## src/rtl/jellyvl_synctimer_timer_core_pkg.sv

```systemverilog
// Shared synctimer definitions: time type, adjust sign encoding and the
// signed adjust accumulator type with its wrap-around update helper.
package jellyvl_synctimer_timer_core_pkg;

  localparam int TIMER_WIDTH_DEF = 64;

  typedef logic [TIMER_WIDTH_DEF-1:0] timer_t;

  localparam logic SIGN_ADVANCE = 1'b0;
  localparam logic SIGN_RETARD  = 1'b1;

  typedef logic signed [15:0] accum_t;

  // Net adjust counter step; wraps silently at the 16-bit boundary.
  function automatic accum_t accum_step(input accum_t acc, input logic sign);
    if (sign == SIGN_RETARD) begin
      return acc - 16'sd1;
    end
    return acc + 16'sd1;
  endfunction

endpackage

```

## src/rtl/jellyvl_synctimer_frac_step.sv

```systemverilog
// Fractional step accumulator: emits a carry whenever the running
// numerator sum reaches the denominator, giving STEP_NUM/STEP_DEN per clock.
module jellyvl_synctimer_frac_step #(
  parameter int STEP_NUM   = 0,
  parameter int STEP_DEN   = 1,
  parameter int FRAC_WIDTH = 32
) (
  input  logic clk,
  input  logic reset,
  input  logic clear,
  output logic carry
);

  localparam logic [FRAC_WIDTH:0] NUM_X = (FRAC_WIDTH+1)'(STEP_NUM);
  localparam logic [FRAC_WIDTH:0] DEN_X = (FRAC_WIDTH+1)'(STEP_DEN);

  logic [FRAC_WIDTH-1:0] r_frac;
  logic [FRAC_WIDTH:0]   w_sum;
  logic [FRAC_WIDTH:0]   w_wrapped;
  logic                  w_carry;

  // The extra sum bit keeps frac + STEP_NUM exact before the compare.
  always_comb begin
    w_sum     = {1'b0, r_frac} + NUM_X;
    w_carry   = (w_sum >= DEN_X);
    w_wrapped = w_sum - DEN_X;
  end

  always_ff @(posedge clk) begin
    if (reset || clear) begin
      r_frac <= '0;
    end else if (w_carry) begin
      r_frac <= w_wrapped[FRAC_WIDTH-1:0];
    end else begin
      r_frac <= w_sum[FRAC_WIDTH-1:0];
    end
  end

  assign carry = w_carry;

endmodule

```

## src/rtl/jellyvl_synctimer_timer_core.sv

```systemverilog
// Synctimer local time counter: nominal (fractional) step per clock plus
// one-LSB corrections from the adjust handshake, with absolute time load.
module jellyvl_synctimer_timer_core
  import jellyvl_synctimer_timer_core_pkg::*;
#(
  parameter int                     TIMER_WIDTH     = 64,
  parameter int                     STEP_INT        = 1,
  parameter int                     STEP_NUM        = 0,
  parameter int                     STEP_DEN        = 1,
  parameter int                     FRAC_WIDTH      = 32,
  parameter int                     ADJUST_INTERVAL = 0,
  parameter logic [TIMER_WIDTH-1:0] INIT_TIME       = '0
) (
  input  logic                   reset,
  input  logic                   clk,
  input  logic [TIMER_WIDTH-1:0] set_time,
  input  logic                   set_valid,
  input  logic                   adjust_sign,
  input  logic                   adjust_valid,
  output logic                   adjust_ready,
  output logic [TIMER_WIDTH-1:0] current_time,
  output logic                   time_valid,
  output accum_t                 adjust_accum
);

  localparam int                HOLD_W    = $clog2(ADJUST_INTERVAL + 2);
  localparam logic [HOLD_W-1:0] HOLD_LOAD = HOLD_W'(ADJUST_INTERVAL);

  logic [TIMER_WIDTH-1:0] r_time;
  logic [HOLD_W-1:0]      r_hold;
  logic                   r_ready;
  logic                   r_valid;
  accum_t                 r_accum;

  logic                   w_carry;
  logic                   w_xfer;
  logic                   w_adv;
  logic                   w_ret;
  logic [HOLD_W-1:0]      w_hold_next;
  logic [TIMER_WIDTH-1:0] w_time_next;

  jellyvl_synctimer_frac_step #(
    .STEP_NUM   (STEP_NUM),
    .STEP_DEN   (STEP_DEN),
    .FRAC_WIDTH (FRAC_WIDTH)
  ) u_frac_step (
    .clk   (clk),
    .reset (reset),
    .clear (set_valid),
    .carry (w_carry)
  );

  // Ready is registered from the next holdoff value, so a transfer closes
  // the window in the very next cycle and reopens it INTERVAL cycles later.
  always_comb begin
    w_xfer = adjust_valid && r_ready;
    w_adv  = w_xfer && (adjust_sign == SIGN_ADVANCE);
    w_ret  = w_xfer && (adjust_sign == SIGN_RETARD);

    if (w_xfer) begin
      w_hold_next = HOLD_LOAD;
    end else if (r_hold != '0) begin
      w_hold_next = r_hold - 1'b1;
    end else begin
      w_hold_next = '0;
    end

    w_time_next = r_time
                + TIMER_WIDTH'(STEP_INT)
                + TIMER_WIDTH'(w_carry)
                + TIMER_WIDTH'(w_adv)
                - TIMER_WIDTH'(w_ret);
  end

  always_ff @(posedge clk) begin
    if (reset) begin
      r_time  <= INIT_TIME;
      r_hold  <= '0;
      r_ready <= 1'b0;
      r_valid <= 1'b0;
      r_accum <= '0;
    end else begin
      r_hold  <= w_hold_next;
      r_ready <= (w_hold_next == '0);
      // A load swallows any adjust accepted in the same cycle.
      if (set_valid) begin
        r_time  <= set_time;
        r_accum <= '0;
        r_valid <= 1'b1;
      end else begin
        r_time <= w_time_next;
        if (w_xfer) begin
          r_accum <= accum_step(r_accum, adjust_sign);
        end
      end
    end
  end

  assign adjust_ready = r_ready;
  assign current_time = r_time;
  assign time_valid   = r_valid;
  assign adjust_accum = r_accum;

endmodule

```

## config.mk

```make
export PLATFORM = sky130hd
export DESIGN_NAME = jellyvl_synctimer_timer_core
export DESIGN_NICKNAME = d
export VERILOG_FILES = /design/src/rtl/jellyvl_synctimer_timer_core_pkg.sv /design/src/rtl/jellyvl_synctimer_frac_step.sv /design/src/rtl/jellyvl_synctimer_timer_core.sv
export SDC_FILE = /design/constraint.sdc
export NUM_CORES = 1
export LEC_CHECK = 0
export BUFFER_PORTS_ARGS = -buffer_cell sky130_fd_sc_hd__clkbuf_2
export CAP_MARGIN = 10
export CORE_MARGIN = 5
export CORE_UTILIZATION = 48
export DETAILED_ROUTE_END_ITERATION = 10
export PLACE_DENSITY = 0.75
export SYNTH_ARGS = -nofsm -noshare
export SYNTH_HDL_FRONTEND = slang
export SYNTH_HIERARCHICAL = 1
export SYNTH_SLANG_ARGS = --single-unit
export TNS_END_PERCENT = 5
```

## constraint.sdc

```tcl
create_clock -name clk -period 4.9 [get_ports clk]
set_clock_uncertainty 0.15 [all_clocks]
set_input_delay 0.49 -clock clk [delete_from_list [all_inputs] [get_ports clk]]
set_output_delay 0.49 -clock clk [all_outputs]
set_load 0.02 [all_outputs]
```

==> flow_summary.json, run 1 <==
{
  "status": "complete, no violations",
  "fill_cells": 1723,
  "clkSinkCount": 114,
  "diodes": 0,
  "htreeDepth": 4,
  "numCtsBuffers": 17,
  "grt_pass1_vias": 8974,
  "routed_wl_um": 25900,
  "final_hold_viol_count": 0,
  "initial_utilization_pct": 48.7,
  "grt_setup_unrepaired": "true",
  "setup_viol": 0,
  "multiInputGateArea_mm2": 0.00635,
  "dp.cells": 1575,
  "fin_crit_ps": 4800,
  "fin_ws_ps": 97.2,
  "crit_fanout": 3,
  "slowest_delay_ps": 530,
  "yosys_warnings": 6,
  "holdPathStages": 3,
  "core-area_mm2": 0.0186,
  "fp.dieW_um": 147,
  "period_share_pct": 98.0,
  "synth.avg_cell_area_um2": 7.53,
  "min_path_type": "in -> reg",
  "yosysSeqAreaShare_pct": 25.2,
  "io_pins": 151,
  "drive_above_1_share_pct": 18.9,
  "timing.critical_path.mode_cell": "or4_4",
  "path_clk_slew_ps": 60,
  "rr_startpoint": "u_frac_step/r_frac[25]",
  "hold_buffers": 0,
  "synth-edff-count": 0,
  "antenna_left": 0,
  "regArea_mm2": 0.00228,
  "fmax_ghz": 0.208,
  "cts_max_path_buffers": 2,
  "overflow": 0,
  "crit_type": "reg -> reg",
  "tightestPinTransition_ps": 1150,
  "reg2reg_to": "current_time[58]",
  "hold_path.startpoint": "set_time[59]",
  "grt_max_degree": 79,
  "holdPathEnd": "current_time[59]",
  "ys.flop_type": "dfxtp_1",
  "gp_congestion": 0.953,
  "maxCapViolations": 0,
  "r2r_cells": 16,
  "dp_slack_ps": -66.6,
  "rows": 50,
  "fp.dieH_um": 147,
  "io_buffers": 150,
  "antenna_found_initial": 0,
  "synthCells": 1205,
  "cp_data_required_time_ps": 5050,
  "cts_tree": "built",
  "yosysUniqueCellTypes": 80,
  "nNetsFinal": 1515,
  "drt-wirelength-per-cell_um": 16.1,
  "r2r_setup_slack_ps": 100,
  "startpoint_type": "flip-flop",
  "report.final.slew_viol_count": 0,
  "fin_cells": 1611,
  "syn_area_mm2": 0.00907,
  "hpwl_um": 19300,
  "cp_data_arrival_time_ps": 4960,
  "slew_headroom_pct": 22.4,
  "grt_first_pass_wirelength_um": 43000,
  "ys_ff_latch": 114,
  "routed_via_density": 5.78,
  "synth_nets": 1356,
  "clock_latency_ps": 420,
  "grt.total_usage_pct": 23.6,
  "dr.pass1.iters": 5,
  "synthArstFlopShare_pct": 0,
  "fp.dieArea_mm2": 0.0218,
  "areaGrowthSynthToFinish_pct": 19.9,
  "route.vias.total": 9316,
  "drc": 0,
  "critPathSlowestCell": "or4_4",
  "path_cells": "or4_4 > or4_4 > or4_4 > ha_4 > fa_2 > a211oi_4 > o211ai_1 > a2bb2o_4 > o311a_1 > o21ai_2 > a31oi_1 > and4_1 > o21bai_1 > buf_4 > mux2i_1 > nand2_1",
  "finalSetupTns_ps": 0,
  "end_kind": "flip-flop",
  "root_buffer": "clkbuf_16",
  "drt-initial-drc-count": 596
}
## critical path: cells and delay by family (launching register included)
kind	cells	cell delay (ps)
buffers and inverters	1	130
AND/OR/NAND/NOR	5	1840
multiplexers	1	190
AO/OA/AOI/OAI	7	1480
adder cells (fa/ha/maj)	2	570
flip-flops	1	310
## layer usage
metal  vias to the layer above  track usage [%]  routed length [µm]
met5                         -                0                   0
met3                        48             4.84                1690
met2                       287             38.8               11900
met1                      4327             30.7               11800
met4                         0             8.48                 588
li1                       4654                -                   -
## worst max-delay path by stage
stage                            from               end  slack [ps]  cells after the start
2_1_floorplan  u_frac_step/r_frac[25]  current_time[62]         -30                     16
5_1_grt        u_frac_step/r_frac[25]  current_time[58]         -60                     16
3_3_place_gp   u_frac_step/r_frac[25]  current_time[58]          -2                     16
4_1_cts        u_frac_step/r_frac[25]  current_time[40]          10                     15
6_report       u_frac_step/r_frac[25]  current_time[58]         100                     16
3_5_place_dp   u_frac_step/r_frac[25]  current_time[58]         -70                     16
## area by class of cell
type,count,share of cell area (%)
clock inverters,11,1.47
repair buffers,190,9.66
clock buffers,21,4.14
well taps,234,2.69
multi-input cells,962,58.3
inverters,79,2.73
flip-flops and latches,114,21.0
## cells by family after synthesis
kind of cell               Yosys count  share of synthesized area [%]
AOI/OAI and AO/OA                  373                           26.8
xor gates and xnor gates            68                           6.56
buffers and inverters              129                           5.52
muxes                               13                           1.43
adders and majority gates           82                           11.5
and+or+nand+nor                    426                           23.1
DFF                                114                           25.2
## Yosys cell counts, types with 14 or more instances
| master | count | share of area (%) |
|---|---|---|
| inv_1 | 79 | 3.3 |
| nor3_1 | 14 | 0.77 |
| dfxtp_1 | 114 | 25 |
| o21ai_0 | 58 | 3.2 |
| clkbuf_1 | 43 | 1.8 |
| or4_1 | 17 | 1.4 |
| nand3_1 | 19 | 1.0 |
| xnor2_1 | 41 | 4.0 |
| nor2_1 | 126 | 5.2 |
| nand4_1 | 18 | 1.2 |
| o31ai_1 | 19 | 1.6 |
| xor2_1 | 27 | 2.6 |
| nand2_1 | 128 | 5.3 |
| ha_1 | 80 | 11 |
| a21oi_1 | 137 | 7.6 |
| a211oi_1 | 20 | 1.7 |
| a21o_1 | 47 | 3.9 |
| or3_1 | 24 | 1.7 |
## cells in the final DEF (no fill, tap or decap), types with 12 or more instances in the layout
cell type,instances
mux2i_1,13
or3_1,24
o31ai_1,18
nand2_1,128
nor3_1,14
nand3_1,19
clkbuf_16,17
a31oi_1,12
a21oi_1,137
dfxtp_1,114
xor2_1,27
clkbuf_2,149
xnor2_1,41
a211oi_1,19
buf_4,40
or4_1,17
a21o_1,47
nor2_1,126
o21ai_0,57
nand4_1,18
inv_1,79
ha_1,79
## per-stage QoR
step,cell area [µm²],util [%],hold slack [ps]
floorplan,9110,-,288
global placement,10200,54.8,299
detailed placement,10200,54.8,310
CTS,10900,58.2,112
global route,10900,58.4,112
finish,10900,58.4,119
## repair_timing
| action | 4_1_cts | 5_1_grt |
|---|---|---|
| cloned | 0 | 0 |
| gates resized for setup | 3 | 2 |
| buffers inserted | 1 | 3 |
| pin swaps | 5 | 12 |
| endpoints found under the setup margin | 6 | 10 |
## flip-flops by register name, indices dropped and copies added, names as in the netlist
signal / cells
adjust_accum: 16
u_frac_step/r_frac: 32
current_time: 64
adjust_ready: 1
time_valid: 1
Power of run 1 is left out: the tool's default activity adds up to more than one toggle a clock period on the data nets, which glitch-free logic cannot reach.
==> run 2: changes to the inputs <==
--- a/config.mk
+++ b/config.mk
@@ -10,6 +10,7 @@
 export CORE_MARGIN = 5
 export CORE_UTILIZATION = 48
 export DETAILED_ROUTE_END_ITERATION = 10
+export MAX_ROUTING_LAYER = met4
 export PLACE_DENSITY = 0.75
 export SYNTH_ARGS = -nofsm -noshare
 export SYNTH_HDL_FRONTEND = slang
==> run 2 against run 1 <==
Effect of this change: via count is 0.18% higher; largest cell class unchanged; register-to-register slack better by 40 ps; count of clock-buffer cells in the layout is 1 higher; non-clock buffer count is 4 lower; critical path type unchanged.
==> flow_summary.json, run 2 (synthesized netlist as in run 1, its figures left out) <==
{
  "tightestPinTransition_ps": 1180,
  "cts_max_path_buffers": 2,
  "drt-initial-drc-count": 475,
  "setup_viol": 0,
  "dr.pass1.iters": 5,
  "core-area_mm2": 0.0186,
  "slew_headroom_pct": 20.4,
  "hpwl_um": 19500,
  "path_cells": "or4_4 > or4_4 > or4_4 > ha_4 > fa_2 > a211oi_4 > o211ai_1 > a2bb2o_4 > o311a_1 > o21ai_2 > a31oi_2 > and4_4 > buf_4 > nor2_1 > xor2_1 > o21ai_0",
  "io_pins": 151,
  "areaGrowthSynthToFinish_pct": 20.0,
  "final_cell_mix": "clkbuf_2 (149), a21oi_1 (137), nand2_1 (128), nor2_1 (126), dfxtp_1 (114)",
  "crit_type": "reg -> reg",
  "period_share_pct": 97.1,
  "fp.dieArea_mm2": 0.0218,
  "routed_via_density": 5.81,
  "nNetsFinal": 1511,
  "antenna_found_initial": 0,
  "clock_latency_ps": 430,
  "drive_above_1_share_pct": 18.8,
  "final_common_cell": "clkbuf_2",
  "fill_cells": 1743,
  "numCtsBuffers": 17,
  "end_kind": "flip-flop",
  "path_clk_slew_ps": 50,
  "min_path_type": "in -> reg",
  "drc": 0,
  "cts_tree": "built",
  "grt.total_usage_pct": 24.0,
  "antenna_left": 0,
  "startpoint_type": "flip-flop",
  "grt_pass1_vias": 8775,
  "diodes": 0,
  "fin_cells": 1606,
  "route.vias.total": 9333,
  "report.final.slew_viol_count": 0,
  "clkSinkCount": 114,
  "fin_crit_ps": 4760,
  "final_hold_viol_count": 0,
  "slowest_delay_ps": 530,
  "fp.dieW_um": 147,
  "critPathSlowestCell": "or4_4",
  "initial_utilization_pct": 48.7,
  "htreeDepth": 4,
  "overflow": 0,
  "root_buffer": "clkbuf_16",
  "cp_data_arrival_time_ps": 4910,
  "crit_fanout": 3,
  "grt_max_degree": 79,
  "fmax_ghz": 0.210,
  "dp.cells": 1573,
  "fp.dieH_um": 147,
  "gp_congestion": 0.952,
  "grt_first_pass_wirelength_um": 42200,
  "drt-wirelength-per-cell_um": 16.1,
  "cp_data_required_time_ps": 5050,
  "timing.critical_path.mode_cell": "or4_4",
  "io_buffers": 150,
  "largest_reg_flops": 64,
  "status": "complete, no violations",
  "maxCapViolations": 0,
  "rows": 50,
  "routed_wl_um": 25900
}
[run 2: cell count changes in the layout (fill, tap and decap cells not counted), moves of 2 or more]
cell | previous run | this run
buf_4 | 40 | 36
clkbuf_1 | 3 | 1
clkbuf_8 | 1 | 4
clkinv_2 | 5 | 2
[run 2: worst max-delay path: cells and delay by family (launching register included)]
kind                       cells  cell delay (ps)
DFF                            1              310
AOI/OAI and AO/OA              7             1440
and+or+nand+nor                5             1840
adders and majority gates      2              580
xor gates and xnor gates       1              170
buffers and inverters          1              140
[run 2: final timing paths]
kind / from / end / slack (ps) / depth (start not counted)
setup reg to reg: u_frac_step/r_frac[25] / current_time[54] / 140 / 16
hold reg to reg: u_frac_step/r_frac[31] / u_frac_step/r_frac[31] / 320 / 2
setup / recovery: u_frac_step/r_frac[25] / current_time[54] / 140 / 16
hold / removal: set_time[50] / current_time[50] / 120 / 3
[run 2: timing repair]
action / in CTS / in global routing
pin swaps: 4 / 8
buffers inserted: 1 / 1
endpoints found under the setup margin: 7 / 8
resized for setup: 3 / 4
hold buffers: 0 / 0
[run 2: through the flow]
step                      hold WS, ps  area, µm²  utilization (%)  worst slack [ps]  TNS [ps]
final                             118      10900             58.4               142         0
after global routing              119      10900             58.4             -1.99     -1.99
after CTS                         108      10900             58.3             -12.1     -21.6
after detailed placement          315      10200             54.7              -154      -440
after global placement            299      10200             54.7              4.55         0
after floorplan                   288       9110                -             -32.2     -32.2
[run 2: final cells by class]
cell class	count	area (µm²)	area share, %
multi-input cells	962	6360	58.4
flip-flops and latches	114	2280	21.0
repair buffers	186	1020	9.38
clock buffers	22	484	4.45
inverters	79	297	2.72
well taps	234	293	2.69
clock inverters	9	153	1.40
[run 2: metal layers]
layer | vias up | wire, µm | GRT usage, %
met2 | 279 | 11900 | 38.7
met3 | 46 | 1690 | 4.72
met4 | 0 | 527 | 8.01
li1 | 4676 | - | -
met5 | - | 0 | -
met1 | 4332 | 11800 | 30.4
Power of run 2 is left out for the same reason.
==> run 3: changes to the inputs <==
--- a/config.mk
+++ b/config.mk
@@ -11,7 +11,7 @@
 export CORE_UTILIZATION = 48
 export DETAILED_ROUTE_END_ITERATION = 10
 export MAX_ROUTING_LAYER = met4
-export PLACE_DENSITY = 0.75
+export PLACE_DENSITY = 0.71
 export SYNTH_ARGS = -nofsm -noshare
 export SYNTH_HDL_FRONTEND = slang
 export SYNTH_HIERARCHICAL = 1
==> run 3 against run 2 <==
Effect of this change: final cell count grew 0.19%; via count shrank 0.39%; critical path depth shrank 1; count of clock-buffer cells in the layout is the same; flip-flop and latch count is the same; first-iteration DRC count grew 30%; worst hold slack lost 14 ps; final area is essentially flat; register-to-register slack gained 50 ps; routed wire length grew 1.8%; global-route usage grew 0.54 points.
==> flow_summary.json, run 3 (synthesized netlist as in run 1, its figures left out) <==
{
  "grt.busiest_layer": "met2",
  "grt_pass1_vias": 8756,
  "io_pins": 151,
  "fin_crit_ps": 4710,
  "drive_above_1_share_pct": 19.1,
  "rr_startpoint": "u_frac_step/r_frac[25]",
  "grt.total_usage_pct": 24.6,
  "fp.dieW_um": 147,
  "path_clk_slew_ps": 60,
  "clkSinkCount": 114,
  "grt_first_pass_wirelength_um": 43400,
  "cp_data_required_time_ps": 5060,
  "end_kind": "flip-flop",
  "numCtsBuffers": 17,
  "r2r_setup_slack_ps": 190,
  "areaGrowthSynthToFinish_pct": 19.9,
  "cts_max_path_buffers": 2,
  "slew_headroom_pct": 25.1,
  "hpwl_um": 19700,
  "report.final.slew_viol_count": 0,
  "routed_via_density": 5.78,
  "drt-initial-drc-count": 617,
  "hold_path.startpoint": "set_time[50]",
  "startpoint_type": "flip-flop",
  "use_met1_pct": 31.5,
  "fp.dieH_um": 147,
  "route.vias.total": 9297,
  "min_path_type": "in -> reg",
  "gp_congestion": 0.910,
  "rows": 50,
  "core-area_mm2": 0.0186,
  "diodes": 0,
  "cts_tree": "built",
  "setup_viol": 0,
  "drt-wirelength-per-cell_um": 16.4,
  "root_buffer": "clkbuf_16",
  "crit_type": "reg -> reg",
  "crit_fanout": 4,
  "maxCapViolations": 0,
  "final_cell_mix": "clkbuf_2 (149), a21oi_1 (136), nand2_1 (128), nor2_1 (126), dfxtp_1 (114)",
  "dr.pass1.iters": 5,
  "overflow": 0,
  "grt_max_degree": 79,
  "antenna_left": 0,
  "stdcell_area_mm2": 0.0109,
  "final_hold_viol_count": 0,
  "fill_cells": 1755,
  "multiInputGateArea_mm2": 0.00637,
  "place_area_mm2": 0.0102,
  "initial_utilization_pct": 48.7,
  "period_share_pct": 96.1,
  "fp.dieArea_mm2": 0.0218,
  "crit_start": "u_frac_step/r_frac[25]",
  "regArea_mm2": 0.00228,
  "nNetsFinal": 1513,
  "grtUsageMet2_pct": 40.3,
  "clock_latency_ps": 430,
  "cp_data_arrival_time_ps": 4870,
  "routed_wl_um": 26400,
  "final_common_cell": "clkbuf_2",
  "fmax_ghz": 0.212,
  "io_buffers": 150,
  "htreeDepth": 4,
  "antenna_found_initial": 0,
  "drc": 0,
  "grt_setup_unrepaired": "false",
  "tightestPinTransition_ps": 1120,
  "finalSetupTns_ps": 0,
  "status": "complete, no violations",
  "use_met3_pct": 4.17,
  "largest_reg_flops": 64
}
## run 3: worst paths after layout
check                endpoint  depth (start not counted)
min reg2reg   adjust_accum[7]                          2
max reg2reg  current_time[62]                         15
max          current_time[62]                         15
min          current_time[50]                          3
## run 3: layout make-up
type                            instances  share of cell area [%]
Sequential cell                       114                    21.0
Timing Repair Buffer                  188                    9.52
Tap cell                              234                    2.69
Multi-Input combinational cell        962                    58.5
Clock buffer                           22                    4.36
Inverter                               79                    2.73
Clock inverter                         10                    1.21
## run 3: layer usage
metal  part of all wire [%]  up-vias
met5                      0        -
met4                    1.7        0
met1                     46     4334
met2                     47      262
li1                       -     4664
met3                    5.7       37
## run 3: worst max-delay path, cell delays in order, from the launching register on
cell and delay (ps):
dfxtp_1 310, or4_4 530, or4_4 530, or4_4 460, ha_4 180, fa_2 370, a211oi_4 250, o211ai_1 170
a2bb2o_4 240, o311a_1 320, o21ai_2 230, a31oi_2 130, and4_4 240, o21bai_4 120, a2111oi_0 110, a211o_1 250
## run 3: repair_timing
item / CTS / global route
setup buffers: 0 / 4
hold buffers: 0 / 0
setup endpoints to repair: 5 / 12
hold endpoints to repair: 0 / 0
resized for setup: 4 / 3
pin swaps: 2 / 10
## run 3: per-stage QoR
stage / utilization [%] / setup WS [ps] / instances / hold WS [ps]
after CTS: 58.1 / 21.0 / 1605 / 107
after detailed placement: 54.7 / -108 / 1573 / 309
after global routing: 58.4 / 17.6 / 1609 / 128
after floorplan: - / -32.2 / 1205 / 288
after global placement: 54.7 / 1.52 / 1573 / 298
final: 58.4 / 189 / 1609 / 104
Power of run 3 is left out for the same reason.
